--- src/rtl/multicycle_datapath_if.sv ---
// Unified instruction/data memory port for multicycle_datapath.
// One request at a time; an access completes in the cycle mem_ready=1.
//   mem_req    core -> mem  access request
//   mem_we     core -> mem  1 = write, 0 = read (valid while mem_req=1)
//   mem_addr   core -> mem  access address
//   mem_wdata  core -> mem  store data
//   mem_rdata  mem -> core  load/fetch data, sampled when mem_ready=1
//   mem_ready  mem -> core  access completes this cycle
interface multicycle_datapath_if #(
  parameter int unsigned DATA_W = 17
);
  logic              mem_req;
  logic              mem_we;
  logic [DATA_W-1:0] mem_addr;
  logic [DATA_W-1:0] mem_wdata;
  logic [DATA_W-1:0] mem_rdata;
  logic              mem_ready;

  modport master (
    output mem_req,
    output mem_we,
    output mem_addr,
    output mem_wdata,
    input  mem_rdata,
    input  mem_ready
  );

  modport slave (
    input  mem_req,
    input  mem_we,
    input  mem_addr,
    input  mem_wdata,
    output mem_rdata,
    output mem_ready
  );
endinterface

--- src/rtl/multicycle_datapath.sv ---
// Multicycle ASIP core: datapath with embedded control FSM and a single
// wait-state tolerant memory port shared by fetch, load and store.
// Ports:
//   clk            rising-edge clock
//   reset          asynchronous active-low reset (0 = reset)
//   mem            unified memory port (master side)
//   pc             current program counter
//   alu_flags      {N,Z,C,V} flag register
//   instr_retired  one-cycle pulse in the final state of each instruction
//   state          FSM state, for debug
// Instruction word (low 17 bits of IR):
//   [16:15] op  [14:13] cmd/cond  [12] S  [11:8] Rn  [7:4] Rd  [3:0] Rm/imm4
//   branch offset = sign-extended [11:0], scaled by PC_INC
module multicycle_datapath #(
  parameter int unsigned DATA_W   = 17,
  parameter int unsigned PC_INC   = 4,
  parameter int unsigned RESET_PC = 0
) (
  input  logic                     clk,
  input  logic                     reset,
  multicycle_datapath_if.master    mem,
  output logic [DATA_W-1:0]        pc,
  output logic [3:0]               alu_flags,
  output logic                     instr_retired,
  output logic [3:0]               state
);

  localparam int unsigned MSB = DATA_W - 1;

  localparam logic [3:0] FETCH  = 4'd0;
  localparam logic [3:0] DECODE = 4'd1;
  localparam logic [3:0] EXEC   = 4'd2;
  localparam logic [3:0] ALUWB  = 4'd3;
  localparam logic [3:0] MEMADR = 4'd4;
  localparam logic [3:0] MEMRD  = 4'd5;
  localparam logic [3:0] MEMWB  = 4'd6;
  localparam logic [3:0] MEMWR  = 4'd7;
  localparam logic [3:0] BRANCH = 4'd8;

  localparam logic [DATA_W-1:0] PC_STEP = DATA_W'(PC_INC);
  localparam logic [DATA_W-1:0] PC_INIT = DATA_W'(RESET_PC);

  // Architectural and pipeline-free multicycle holding registers
  logic [DATA_W-1:0] ir;
  logic [DATA_W-1:0] a_q;       // operand A (Rn)
  logic [DATA_W-1:0] b_q;       // operand B (Rm or imm4)
  logic [DATA_W-1:0] sd_q;      // store data (Rd)
  logic [DATA_W-1:0] alu_out;   // ALU result or effective address
  logic [DATA_W-1:0] mdr;       // load data
  logic [DATA_W-1:0] regs [0:14];

  // Instruction fields
  logic [1:0] op;
  logic [1:0] cmd;
  logic       s_bit;
  logic [3:0] rn;
  logic [3:0] rd;
  logic [3:0] rm;

  always_comb begin
    op    = ir[16:15];
    cmd   = ir[14:13];
    s_bit = ir[12];
    rn    = ir[11:8];
    rd    = ir[7:4];
    rm    = ir[3:0];
  end

  // Register file read ports; r15 reads as PC+PC_INC with PC already advanced
  logic [DATA_W-1:0] pc_plus;
  logic [DATA_W-1:0] rn_val;
  logic [DATA_W-1:0] rm_val;
  logic [DATA_W-1:0] rd_val;
  logic [DATA_W-1:0] imm_ext;

  always_comb begin
    pc_plus = pc + PC_STEP;
    rn_val  = (rn == 4'd15) ? pc_plus : regs[rn];
    rm_val  = (rm == 4'd15) ? pc_plus : regs[rm];
    rd_val  = (rd == 4'd15) ? pc_plus : regs[rd];
    imm_ext = {{(DATA_W-4){1'b0}}, rm};
  end

  // ALU: SUB is A + ~B + 1 so the carry-out is directly NOT borrow
  logic [DATA_W:0]   add_ext;
  logic [DATA_W:0]   sub_ext;
  logic [DATA_W-1:0] alu_res;
  logic              alu_c;
  logic              alu_v;
  logic [3:0]        alu_nzcv;

  always_comb begin
    add_ext = {1'b0, a_q} + {1'b0, b_q};
    sub_ext = {1'b0, a_q} + {1'b0, ~b_q} + {{DATA_W{1'b0}}, 1'b1};
    alu_res = add_ext[MSB:0];
    alu_c   = alu_flags[1];
    alu_v   = alu_flags[0];
    case (cmd)
      2'b00: begin
        alu_res = add_ext[MSB:0];
        alu_c   = add_ext[DATA_W];
        alu_v   = (a_q[MSB] == b_q[MSB]) && (alu_res[MSB] != a_q[MSB]);
      end
      2'b01: begin
        alu_res = sub_ext[MSB:0];
        alu_c   = sub_ext[DATA_W];
        alu_v   = (a_q[MSB] != b_q[MSB]) && (alu_res[MSB] != a_q[MSB]);
      end
      2'b10: alu_res = a_q & b_q;
      default: alu_res = a_q | b_q;
    endcase
    alu_nzcv = {alu_res[MSB], (alu_res == '0), alu_c, alu_v};
  end

  // Branch unit; target is relative to the already-advanced PC
  logic [DATA_W-1:0] br_off;
  logic [DATA_W-1:0] br_target;
  logic              br_taken;

  always_comb begin
    br_off    = {{(DATA_W-12){ir[11]}}, ir[11:0]};
    br_target = pc + br_off * PC_STEP;
    case (cmd)
      2'b00:   br_taken = 1'b1;
      2'b01:   br_taken = alu_flags[2];
      2'b10:   br_taken = !alu_flags[2];
      default: br_taken = 1'b0;
    endcase
  end

  // Memory port and retire pulse; request is masked while reset is held
  // so it drops in the same cycle reset asserts, even mid-access.
  always_comb begin
    mem.mem_req   = reset && ((state == FETCH) || (state == MEMRD) || (state == MEMWR));
    mem.mem_we    = (state == MEMWR);
    mem.mem_addr  = (state == FETCH) ? pc : alu_out;
    mem.mem_wdata = sd_q;
    instr_retired = reset && ((state == ALUWB) || (state == MEMWB) || (state == BRANCH) ||
                              ((state == MEMWR) && mem.mem_ready));
  end

  always_ff @(posedge clk or negedge reset) begin
    if (!reset) begin
      state     <= FETCH;
      pc        <= PC_INIT;
      ir        <= '0;
      alu_flags <= '0;
      a_q       <= '0;
      b_q       <= '0;
      sd_q      <= '0;
      alu_out   <= '0;
      mdr       <= '0;
      regs      <= '{default: '0};
    end else begin
      case (state)
        FETCH: begin
          if (mem.mem_ready) begin
            ir    <= mem.mem_rdata;
            pc    <= pc_plus;
            state <= DECODE;
          end
        end
        DECODE: begin
          a_q  <= rn_val;
          b_q  <= (op == 2'b00) ? rm_val : imm_ext;
          sd_q <= rd_val;
          if (!op[1])     state <= EXEC;
          else if (op[0]) state <= BRANCH;
          else            state <= MEMADR;
        end
        EXEC: begin
          alu_out <= alu_res;
          if (s_bit) alu_flags <= alu_nzcv;
          state <= ALUWB;
        end
        ALUWB: begin
          if (rd == 4'd15) pc <= alu_out;
          else             regs[rd] <= alu_out;
          state <= FETCH;
        end
        MEMADR: begin
          alu_out <= a_q + b_q;
          state   <= cmd[0] ? MEMRD : MEMWR;
        end
        MEMRD: begin
          if (mem.mem_ready) begin
            mdr   <= mem.mem_rdata;
            state <= MEMWB;
          end
        end
        MEMWB: begin
          if (rd == 4'd15) pc <= mdr;
          else             regs[rd] <= mdr;
          state <= FETCH;
        end
        MEMWR: begin
          if (mem.mem_ready) state <= FETCH;
        end
        BRANCH: begin
          if (br_taken) pc <= br_target;
          state <= FETCH;
        end
        default: state <= FETCH;
      endcase
    end
  end

endmodule
--- src/flat_wrapper.sv ---
// flat-port wrapper written by rule: the top's interface ports become plain ports
module multicycle_datapath_flat 
#(
  parameter int unsigned DATA_W   = 17,
  parameter int unsigned PC_INC   = 4,
  parameter int unsigned RESET_PC = 0
)
  (clk, reset, pc, alu_flags, instr_retired, state, mem_mem_req, mem_mem_we, mem_mem_addr, mem_mem_wdata, mem_mem_rdata, mem_mem_ready);
  multicycle_datapath_if #(.DATA_W(DATA_W)) mem_i ();
  input  logic clk;
  input  logic reset;
  output logic [DATA_W-1:0] pc;
  output logic [3:0] alu_flags;
  output logic instr_retired;
  output logic [3:0] state;
  output wire logic [$bits(mem_i.mem_req)-1:0] mem_mem_req;
  output wire logic [$bits(mem_i.mem_we)-1:0] mem_mem_we;
  output wire logic [$bits(mem_i.mem_addr)-1:0] mem_mem_addr;
  output wire logic [$bits(mem_i.mem_wdata)-1:0] mem_mem_wdata;
  input wire logic [$bits(mem_i.mem_rdata)-1:0] mem_mem_rdata;
  input wire logic [$bits(mem_i.mem_ready)-1:0] mem_mem_ready;
  assign mem_mem_req = mem_i.mem_req;
  assign mem_mem_we = mem_i.mem_we;
  assign mem_mem_addr = mem_i.mem_addr;
  assign mem_mem_wdata = mem_i.mem_wdata;
  assign mem_i.mem_rdata = mem_mem_rdata;
  assign mem_i.mem_ready = mem_mem_ready;
  multicycle_datapath #(.DATA_W(DATA_W), .PC_INC(PC_INC), .RESET_PC(RESET_PC)) u_core (.clk(clk), .reset(reset), .mem(mem_i), .pc(pc), .alu_flags(alu_flags), .instr_retired(instr_retired), .state(state));
endmodule
--- config.mk ---
export PLATFORM = sky130hd
export DESIGN_NAME = multicycle_datapath_flat
export DESIGN_NICKNAME = d
export VERILOG_FILES = /design/src/rtl/multicycle_datapath_if.sv /design/src/rtl/multicycle_datapath.sv /design/src/flat_wrapper.sv
export SDC_FILE = /design/constraint.sdc
export NUM_CORES = 1
export LEC_CHECK = 0
export CAP_MARGIN = 20
export CORE_MARGIN = 2
export CORE_UTILIZATION = 50
export CTS_BUF_LIST = sky130_fd_sc_hd__clkbuf_2 sky130_fd_sc_hd__clkbuf_4 sky130_fd_sc_hd__clkbuf_8
export CTS_CLUSTER_SIZE = 16
export DETAILED_ROUTE_END_ITERATION = 10
export GPL_TIMING_DRIVEN = 0
export PLACE_DENSITY = 0.67
export SLEW_MARGIN = 5
export SYNTH_ARGS = -nofsm -noshare
export SYNTH_HDL_FRONTEND = slang
export SYNTH_SLANG_ARGS = --single-unit
--- constraint.sdc ---
create_clock -name clk -period 6.35 [get_ports clk]
set_input_delay 1.5875 -clock clk [delete_from_list [all_inputs] [get_ports clk]]
set_output_delay 1.5875 -clock clk [all_outputs]
set_load 0.1 [all_outputs]
==> qor.txt <==
drt pass-1 iters: 9
post-synthesis sequential element count: 382
# port buffers: 81
Compound-Gate Fraction of Synth Area: 15.2%
number of synthesized flops with an enable pin: 0
Max Buffers Root-to-Sink: 3
detailed-route via count: 21300
Critical path buffers and inverters: 3
io pins: 82
setup bufs post-CTS: 0
main combinational cell family by area after synthesis: multiplexers
Root Driver: clkbuf_8
synthesized area: 0.0243 mm²
RSZ-0062 raised after global routing: false
CP Capture Type: output port
Die Ht: 224 µm
gr usage total: 40.3%
fmax: 0.181 GHz
NumNets Final: 2556
crit-path cells: buf_2 > nor4_4 > clkbuf_1 > mux2_2 > clkdlybuf4s50_1
register area: 0.00956 mm²
CTS clk-pin slew, worst paths: 0.06 ns
Post-Synth XOR/XNOR Area: 1.62%
Fillers: 4142
TritonCTS clock tree: built
mux contribution to synthesized area: 25.4%
Worst Hold Slack: 0.476 ns
Initial Util: 50.7%
post-DP HPWL: 76.9 mm
total CTS buffers: 68
synthesized area per cell: 10.6 µm²
Clock Latency Late Sink: 0.69 ns
WP data arrival: 3.93 ns
die area: 0.0503 mm²
largest net degree at the start of global routing: 117
Post-synth ARST share: 100%
final core utilization: 57.5%
Core ar.: 0.0478 mm²
Top delay family on crit path: buffers and inverters
CP max stage delay: 1.13 ns
first-pass GRT wire length: 144 mm
Slew HR: 23.3%
row count: 80
MaxCap Viol Count: 0
status: finished, final reports clean
startpoint type of the worst setup path: register
Critical-path top delay cell: clkdlybuf4s50_1
initial antenna violation count: 0
Adder-Cell Fraction of Synth Area: 3.86%
worst clock skew: 0.0506 ns
Least-Margin Pin Slew: 1.15 ns
ys flop type: dfrtp_1
critical path class: reg -> out
setup violators final: 0
Final Cycle Share: 86.9%
multi-input logic area: 0.0137 mm²
fin. max-slew vios: 0
post-synthesis cell type count: 84
# hold bufs at CTS: 0
# H-tree levels: 3
Synth-to-Final Area Change: 13.4%
cts repair resizes: 0
Iter 0 DRT Violations: 2938
GR Overflow Total: 0
DRC: 0
WP data required: 4.76 ns
Die Width: 224 µm
clk sinks: 382
post-layout min period: 5.52 ns
Yosys warning total: 0
DRT Wirelength: 99.9 mm
Mapped Cells: 2300
Min-Delay Path Class: reg -> reg
Routed WL per cell: 31.9 µm
layout cell share with drive strength beyond 1: 18.7%
Seq/Total Area, Yosys: 39.4%
post-synthesis simple-gate area fraction: 10.5%
final hold viol count: 0
vias in the first global route: 20800
Placer Congestion: 1.05
Antenna Violating Nets Remaining: 0
critical path peak fanout: 10
Net Count, Synth: 2393
Via density: 6.81
[cell type report]
| class | count | area share (%) |
|---|---|---|
| Antenna cell | 1 | 0.00910 |
| Sequential cell | 382 | 34.7 |
| Multi-Input combinational cell | 1666 | 49.9 |
| Clock buffer | 102 | 4.78 |
| Tap cell | 615 | 2.80 |
| Inverter | 60 | 0.819 |
| Buffer | 192 | 2.73 |
| Clock inverter | 15 | 0.559 |
| Timing Repair Buffer | 93 | 3.64 |
[worst register-to-register path, stage by stage, from the launching register on]
cell and delay, ns:
dfrtp_1 0.36, clkbuf_1 0.64, clkbuf_1 0.58, clkbuf_1 0.75
nand2_1 0.37, nor2_1 0.62, clkbuf_1 0.66, a21oi_1 0.17
[logic make-up after synthesis]
group,Yosys count
flops,382
buf+inv,252
mux,347
xor+xnor,45
simple gates,581
compound gates,620
fa+ha+maj,73
[synthesized netlist by cell type (8+ instances only)]
cell        n  area, µm²
a21o_1      8       60.1
a221o_1     9       90.1
xnor2_1    27        236
o22a_1     17        149
a222oi_1   13        130
dfrtp_1   382       9560
nand2_1   211        792
nand2b_1   16        100
o22ai_1     8       50.1
mux2i_1    58        581
a22oi_1     9       67.6
xor2_1     18        158
a21oi_1   219       1100
a211oi_1   18        135
nor3_1     24        120
inv_1      60        225
a31oi_1    14       87.6
mux4_2    207       4660
ha_1       70        876
o211ai_1   12       90.1
buf_2      24        120
and3_1      8       50.1
nor2b_1    15       93.8
buf_1      26       97.6
mux2_2     80        901
clkbuf_1  142        533
nor3b_1     8       60.1
nand3_1    18       90.1
nor2_1    240        901
o21ai_0   227       1140
[final timing paths]
kind	slack (ns)	end	cells past startpoint	startpoint
min in group asynchronous	0.85	u_core.state[0]	1	reset
hold / removal	0.48	u_core.mem.mem_wdata[10]	2	u_core.mem.mem_wdata[10]
max in group asynchronous	4.03	u_core.regs[41]	3	reset
hold reg to reg	0.48	u_core.mem.mem_wdata[10]	2	u_core.mem.mem_wdata[10]
setup / recovery	0.83	mem_mem_addr[13]	5	u_core.state[1]
setup reg to reg	2.04	u_core.regs[194]	7	u_core.ir[5]
[placed cells by master (no fill, tap or decap), drive strengths merged, types with 13 or more instances in the layout]
master,count
inv,65
mux4,207
a21oi,220
a211oi,19
clkdlybuf4s50,80
xnor2,27
nor3,27
dfrtp,382
xor2,18
buf,63
nor2,241
o211ai,13
nor2b,15
nand3,18
o22a,17
mux2i,58
a222oi,13
nand2,211
a31oi,14
o21ai,231
mux2,82
clkbuf,244
nand2b,16
ha,70
[registers in the layout, summed over array words and instances (netlist names), 17 cells and up]
register and flops:
u_core.regs 255, u_core.mem.mem_wdata 17, u_core.b_q 17, u_core.a_q 17, u_core.ir 17, u_core.pc 17, u_core.alu_out 17, u_core.mdr 17
[routing by layer]
layer  global-route usage (%)  vias to the layer above  routed length (µm)
li1                         -                     8865                   -
met1                     47.5                    10700               34600
met2                     63.5                     1352               45800
met3                     8.36                      394                9020
met4                     34.7                        0               10400
met5                        0                        -                   0
[per-stage QoR]
step / cells / setup TNS (ns) / worst slack [ns] / area [µm²]
final: 3126 / 0 / 0.835 / 27500
after global routing: 3125 / 0 / 0.724 / 27500
after CTS: 3120 / 0 / 0.815 / 27400
after detailed placement: 3003 / 0 / 0.832 / 26000
after global placement: 2996 / -5070.01 / -13.26 / 25800
after floorplan: 2300 / 0 / 0.969 / 24300
Power is left out: the tool's default activity adds up to more than one toggle a clock period on the data nets, which glitch-free logic cannot reach.
